[config.mk]
export PLATFORM = sky130hd
export DESIGN_NAME = piso_shift_register_param
export DESIGN_NICKNAME = d
export VERILOG_FILES = /design/src/rtl/piso_shift_register_param.sv
export SDC_FILE = /design/constraint.sdc
export NUM_CORES = 1
export LEC_CHECK = 0
export ABC_AREA = 0
export CORE_ASPECT_RATIO = 0.8
export CORE_MARGIN = 4
export CORE_UTILIZATION = 25
export DETAILED_ROUTE_END_ITERATION = 10
export PLACE_DENSITY_LB_ADDON = 0.3
export RECOVER_POWER = 25
export SYNTH_ARGS = -nofsm -noshare
export SYNTH_HDL_FRONTEND = slang
export SYNTH_SLANG_ARGS = --single-unit
[constraint.sdc]
create_clock -name clk -period 1.66 [get_ports clk]
set_input_delay 0.249 -clock clk [delete_from_list [all_inputs] [get_ports clk]]
set_output_delay 0.249 -clock clk [all_outputs]
set_load 0.02 [all_outputs]
[src/rtl/piso_shift_register_param.sv]
// Parametrised parallel-in/serial-out shift register with a valid/ready load
// handshake, consumer-paced shifting, framing flags and selectable bit order.
module piso_shift_register_param #(
  parameter int   WIDTH      = 8,
  parameter bit   MSB_FIRST  = 1'b1,
  parameter logic IDLE_LEVEL = 1'b0
) (
  input  logic             clk,
  input  logic             rst_n,
  input  logic             load_valid,
  output logic             load_ready,
  input  logic [WIDTH-1:0] parallel_in,
  input  logic             shift_en,
  output logic             serial_out,
  output logic             serial_valid,
  output logic             frame_start,
  output logic             frame_last,
  output logic             busy
);

  localparam int CNT_W = $clog2(WIDTH) + 1;

  typedef enum logic {IDLE, SHIFT} state_t;

  state_t           state;
  logic [WIDTH-1:0] shreg;
  logic [CNT_W-1:0] bits_left;
  logic             accept;
  logic             consume;

  // Bit that leaves the word next, according to the configured order.
  function automatic logic head_bit(input logic [WIDTH-1:0] w);
    return MSB_FIRST ? w[WIDTH-1] : w[0];
  endfunction

  function automatic logic [WIDTH-1:0] advance(input logic [WIDTH-1:0] w);
    return MSB_FIRST ? (w << 1) : (w >> 1);
  endfunction

  assign serial_valid = (state == SHIFT);
  assign busy         = serial_valid;
  // A new word may enter while idle, or on the very edge the last bit is taken.
  assign load_ready   = rst_n && (!serial_valid || (frame_last && shift_en));
  assign accept       = load_valid && load_ready;
  assign consume      = serial_valid && shift_en;

  always_ff @(posedge clk) begin
    if (!rst_n) begin
      state       <= IDLE;
      shreg       <= '0;
      bits_left   <= '0;
      serial_out  <= IDLE_LEVEL;
      frame_start <= 1'b0;
      frame_last  <= 1'b0;
    end else if (accept) begin
      state       <= SHIFT;
      serial_out  <= head_bit(parallel_in);
      shreg       <= advance(parallel_in);
      bits_left   <= CNT_W'(WIDTH - 1);
      frame_start <= 1'b1;
      frame_last  <= 1'b0;
    end else if (consume) begin
      if (frame_last) begin
        state       <= IDLE;
        shreg       <= '0;
        bits_left   <= '0;
        serial_out  <= IDLE_LEVEL;
        frame_start <= 1'b0;
        frame_last  <= 1'b0;
      end else begin
        // bits_left counts bits not yet presented; the final one is flagged.
        serial_out  <= head_bit(shreg);
        shreg       <= advance(shreg);
        bits_left   <= bits_left - CNT_W'(1);
        frame_start <= 1'b0;
        frame_last  <= (bits_left == CNT_W'(1));
      end
    end
  end

endmodule

==> flow_summary_export.csv <==
group,metric,value,unit
power,intPower,0.648,mW
yosys,ys_ff_latch,15,
yosys,syn_inst,91,
critical_path,critPathRequiredTime,1410,ps
power,static-leakage-power,0.399,nW
power,power.switching,0.231,mW
global_routing,antenna_found_initial,0,
floorplanning,start_util,27.0,%
clock_tree,ctsHoldBuffers,0,
clock_tree,insertion_delay,240,ps
sta,rsz0062_at_grt,"false",
route,drt_iter0_markers,41,
flow_run,timing.max_cap.violations,0,
power,peakVddDrop,0.403,mV
sta,slew_viol_final,0,
sta,min_period,1580,ps
critical_path,worst_setup_path_start_kind,"register",
floorplanning,die_y,57.7,um
cells_and_area,fin_util,36.9,%
yosys,yosysTopAreaCellShare,39.0,%
route,drt_first_pass_iters,4,
clock_tree,clk_pin_slew,60,ps
critical_path,crit_type,"register to output port",
sta,setup_viol,0,
cells_and_area,nNetsFinal,130,
placed_design,placed_cell_area,1020,sq um
clock_tree,post-cts-setup-buffer-count,0,
clock_tree,cts_tree,"done",
yosys,netlist_area,771,sq um
placed_design,gp_congestion,0.754,
global_routing,grt_start_max_net_pins,13,
clock_tree,cts-root-buf,"clkbuf_8",
yosys,synth_area_leader_cell,"dfxtp_1",
yosys,synth_cell_types,22,
power,p_comb_share,20.4,%
floorplanning,die_w,70.1,um
route,vias,719,
global_routing,grt_pass1_vias,726,
sta,hold_violations,0,
critical_path,max_stage_delay,600,ps
worst_hold_path,hold_path_class,"register to register",
route,drt-total-wl,1900,um
placed_design,dp_slack,-110,ps
yosys,seq_area_frac_synth,39.0,%
critical_path,cp_max_fo,6,
sta,slew_headroom,75.6,%
global_routing,track_usage,10.2,%
route,viasPerCell,4.70,
route,drc_errors,0,
clock_tree,cts_num_sinks,15,
floorplanning,core,2850,sq um
sta,fin_crit_sh,95.3,%
route,wl_per_cell,12.4,um
critical_path,end_kind,"output port",
cells_and_area,final_cell_area,1050,sq um
critical_path,crit_slowest_cell,"clkdlybuf4s50_1",
global_routing,grt.overflow.total,0,
yosys,ys_top_cells_by_area,"dfxtp_1, nand2b_1, nand4_1",
placed_design,dp_hpwl,1350,um
placed_design,portBuffers,17,
yosys,avgSynthCellArea,8.47,sq um
cells_and_area,diodes,0,
sta,fin_ws,77.4,ps
floorplanning,ioPinCount,18,
critical_path,critPathArrivalTime,1330,ps
floorplanning,rows,17,
cells_and_area,area_delta_synth_final,36.4,%
sta,max_freq,632,MHz
status,status,"complete, no violations",
clock_tree,htree_num_levels,1,
critical_path,r2r_setup_slack,290,ps
clock_tree,numCtsBuffers,3,
clock_tree,clockBufferDepth,2,
sta,worstMarginPinSlew,365,ps
power,p_clk_share,33.3,%
power,p_per_area,837,nW/um^2
yosys,syn_nets,105,
global_routing,grt_pass1_wl,3250,um
yosys,yosys_warnings,0,
cells_and_area,drive_gt1_share,13.0,%
power,seqPwrFrac,46.2,%
critical_path,crit_chain,"buf_4 > clkdlybuf4s50_1",
power,switching_share,26.3,%
floorplanning,die_area,4040,sq um
sta,fin_skew,0.695,ps
route,ant_nets,0,
-- power groups by stage --
stage | Clock (mW) | Combinational, mW | Sequential, mW
CTS | 0.305 | 0.187 | 0.407
finish | 0.293 | 0.180 | 0.407
detailed placement | 0 | 0.187 | 0.414
floorplan | 0 | 0.100 | 0.419
global placement | 0 | 0.185 | 0.413
global route | 0.329 | 0.200 | 0.411
-- cells in the mapped netlist --
library cell,number
a31oi_2,1
o21ai_0,9
inv_1,3
clkbuf_1,2
or4b_1,2
a31oi_1,7
nor2_1,7
a21boi_2,1
nand2_1,9
mux2i_1,2
o41ai_1,1
nand2b_1,9
dfxtp_1,15
nand2_4,1
o211ai_1,1
a21oi_1,5
ha_1,2
buf_6,2
or4b_4,1
nand4_1,8
buf_4,2
clkinv_1,1
-- layer usage --
metal	track usage, %	share of wire [%]	vias up
met5	0	0	-
met4	5.46	2.1	0
met3	4.33	4.6	4
met2	15.9	41	19
met1	12.1	52	320
li1	-	-	376
-- metrics by stage --
stage                     power [mW]  std cells  hold WS (ps)  setup TNS, ps
after floorplan                0.520         91           370              0
after global placement         0.598        149           445           -253
after detailed placement       0.601        149           447           -321
after CTS                      0.898        153           459              0
after global routing           0.940        153           479              0
final                          0.879        153           458              0
-- placed cells by master (no fill, tap or decap), drive strengths merged --
cell type / instances
a21boi: 1
a21oi: 5
a31oi: 8
buf: 8
clkbuf: 7
clkdlybuf4s50: 14
clkinv: 1
dfxtp: 15
dlygate4sd2: 1
ha: 2
inv: 3
mux2i: 2
nand2: 10
nand2b: 9
nand4: 8
nor2: 7
o211ai: 1
o21ai: 9
o41ai: 1
or4b: 3
-- final cells by class --
class | instances | area, sq um
sequential | 15 | 300
fill | 310 | 1800
timing repair buffer | 26 | 233
multi-input combinational | 66 | 410
inverter | 4 | 15.0
tap | 38 | 47.5
clock buffer | 4 | 45.0
-- registers in the layout, summed over array words and instances (netlist names) --
name	count
shreg	7
bits_left	4
busy	1
frame_last	1
frame_start	1
serial_out	1
-- final timing paths --
kind,startpoint,end,cells after the start
min reg2reg,frame_start,frame_start,2
max,frame_last,frame_last,2
min,frame_start,frame_start,2
max reg2reg,busy,shreg[1],5
-- what timing repair did --
action	4_1_cts	5_1_grt
pin swaps	0	0
endpoints found under the setup margin	1	2
cloned	0	0
gates resized for setup	1	2
-- critical path, delay by kind of cell (launching register included) --
family                 cells  cell delay, ps
DFF                        1             340
buffers and inverters      2             750
-- cell families (layout without fill, tap and decap cells) --
group | Yosys count | in the layout | share of synthesized area, %
buffers and inverters | 10 | 34 | 7.79
AOI/OAI and AO/OA | 25 | 25 | 20.0
and+or+nand+nor | 37 | 37 | 27.4
muxes | 2 | 2 | 2.60
DFF | 15 | 15 | 39.0
adders and majority gates | 2 | 2 | 3.25
Power figures use the tool's default switching activity.
==> patch: new RTL, config.mk and constraints unchanged <==
The parameter `WIDTH` goes from 8 to 16.
--- a/src/rtl/piso_shift_register_param.sv
+++ b/src/rtl/piso_shift_register_param.sv
@@ -2,5 +2,5 @@
 // handshake, consumer-paced shifting, framing flags and selectable bit order.
 module piso_shift_register_param #(
-  parameter int   WIDTH      = 8,
+  parameter int   WIDTH      = 16,
   parameter bit   MSB_FIRST  = 1'b1,
   parameter logic IDLE_LEVEL = 1'b0
Ports: changed (resized parallel_in); port bits go from 18 to 26. No check against the original RTL was run, so the function may have changed too.
==> patch against the unedited design <==
- total power increased by 58%
- worst setup slack improved by 0.021 ns
- sequential power is 61% higher
- critical path depth grew 2
- wire length is 36% higher
- combinational power up 26%
- maximum frequency rose by 1.4%
- sequential cell count up 9
- final area is 40% higher
- first-iteration DRC count up 66%
- core utilization increased by 0.40 points
- sequential share of layout area is 4.0 points higher
- non-clock buffer count grew 8
- area after synthesis rose by 38%
- critical endpoint is now load_ready
- highest routed layer unchanged
==> patch: results (changes against the unedited design) <==
Status
  – Status: complete, no violations

Routing
  – Vias: 933 (+30%)
  – Avg Vias per Cell: 4.81 (+2.3%)
  – Total iterations of the first detailed-routing run: 4 (unchanged)
  – DR WL/cell: 13.3 µm (+7.1%)
  – Metal3 WL: 97 µm (+11%)
  – Uppermost layer routed: met4
  – WL met1: 1260 µm (+27%)
  – DR iter-0 viols: 68 (+66%)
  – Met2 WL: 1170 µm (+49%)

Finish
  – Fill count: 428 (+38%)
  – Final nets: 162 (+25%)
  – Leading registers by flop count: shreg: 15 flops, bits_left: 5 flops
  – Fraction of layout cells with a size suffix above 1: 0.129 (-0.000938)

Power
  – Leak pwr: 0.588 nW (+48%)
  – Worst IR drop on VDD: 0.352 mV (-13%)

Setup path
  – End of the critical path: load_ready
  – Critical path fanouts, max: 3 (-3)
  – Flop-to-flop setup slack: 0.20 ns (-0.09 ns)
  – Crit path from: rst_n
  – RR Startpoint: bits_left[0]$_SDFFE_PN0P_
  – Critical path arrival: 1.31 ns (-0.02 ns)
  – R2r worst-path depth: 3 (-2)
  – Reg-to-Reg End: bits_left[3]$_SDFFE_PN0P_

Timing
  – Clk_skew: 0.00164 ns (+0.000941 ns)
  – Normalized max-slew margin: 0.611 (-0.145)

Yosys
  – Cell variety after synth: 33 (+50%)
  – Synth area leaders: dfxtp_1, a221o_1, and2_1
  – Mux contribution to synthesized area: 0.0293 (+0.00333)
  – Synth Net Count: 128 (+22%)
  – Syn Inst Count: 106 (+16%)
  – EDFF count, synth: 0 (unchanged)
  – Sequential share of the synthesized area: 0.450 (+0.0606)
  – Commonest cells in the netlist: dfxtp_1, and2_1, a221o_1, nor2_1, nand3_1
  – Xor/xnor cell area share of the yosys netlist: 0 (unchanged)
  – Ys async rst share: 0 (unchanged)
  – Synth Area in Compound Gates: 0.211 (+0.0113)
  – Synth Area in Adders: 0.0234 (-0.00902)

Worst hold path
  – Worst Hold Launch: frame_start$_SDFFE_PN0P_
  – HP Class: reg -> reg
  – Hold Path Depth: 2 (unchanged)
  – Hold Path Sink: frame_start$_SDFFE_PN0P_

Global routing
  – First-pass GRT wire length: 4560 µm (+40%)
  – Initial antenna violation count: 0 (unchanged)
  – Total track usage: 0.109 (+0.00702)
  – Largest net degree at the start of global routing: 15 (+2)
  – Number of global-route vias before repair: 982 (+35%)

Clock network
  – Root Buffer: clkbuf_8
  – CTS max path bufs: 2 (unchanged)
  – Setup bufs post-CTS: 0 (unchanged)
  – Total CTS buffers: 3 (unchanged)
  – Clk_lat worst skew: 0.26 ns (+0.02 ns)
  – Clock transition at path regs: 0.08 ns (+0.02 ns)
  – H-tree levels: 1 (unchanged)

Place
  – Inst Count DP: 190 (+28%)
  – GPL Wtd Cong: 0.814 (+8.0%)
  – Post-DP HPWL: 1900 µm (+40%)
  – Port Buffer Count: 25 (+8)
patch: report_power, final:
| part | internal [mW] | total (mW) | switching [mW] |
|---|---|---|---|
| clock | 0.322 | 0.509 | 0.186 |
| sequential | 0.622 | 0.655 | 0.0336 |
| combinational | 0.124 | 0.227 | 0.102 |
| total | 1.07 | 1.39 | 0.322 |
patch: repair_timing:
action,CTS,global route
hold buffers,0,0
gates resized for setup,3,2
pin swaps,0,0
endpoints found under the setup margin,16,2
patch: per-stage QoR:
step / hold WS (ns) / setup slack, ns / area [µm²] / utilization / setup TNS, ns
after detailed placement: 0.455 / -0.381 / 1420 / 0.358 / -5.43
after global placement: 0.454 / -0.293 / 1420 / 0.358 / -4.26
after CTS: 0.470 / 0.0118 / 1490 / 0.376 / 0
final: 0.462 / 0.0986 / 1470 / 0.373 / 0
after floorplan: 0.370 / 0.0990 / 1070 / - / 0
after global routing: 0.499 / 0.0589 / 1470 / 0.373 / 0
patch: final cells by class:
cell class	instances	area, µm²	share of cell area
multi-input combinational	73	536	0.363
clock buffer	3	41.3	0.0280
clock inverter	1	30.0	0.0204
tap	55	68.8	0.0467
timing repair buffer	34	303	0.205
inverter	4	15.0	0.0102
sequential	24	480	0.326
patch: cell families (layout without fill, tap and decap cells):
family | Yosys count | count (layout)
adders and majority gates | 2 | 2
and+or+nand+nor | 42 | 42
muxes | 3 | 3
buffers and inverters | 9 | 42
AOI/OAI and AO/OA | 26 | 26
DFF | 24 | 24
patch: critical path: stages:
cell and delay, ns:
clkdlybuf4s50_1 0.51, inv_1 0.07, nor2_1 0.13, dlygate4sd2_1 0.35
patch: per-layer routing:
metal,vias to the layer above,GRT usage
met2,24,0.167
met4,0,0.0570
li1,467,-
met3,4,0.0109
met1,438,0.151
met5,-,0
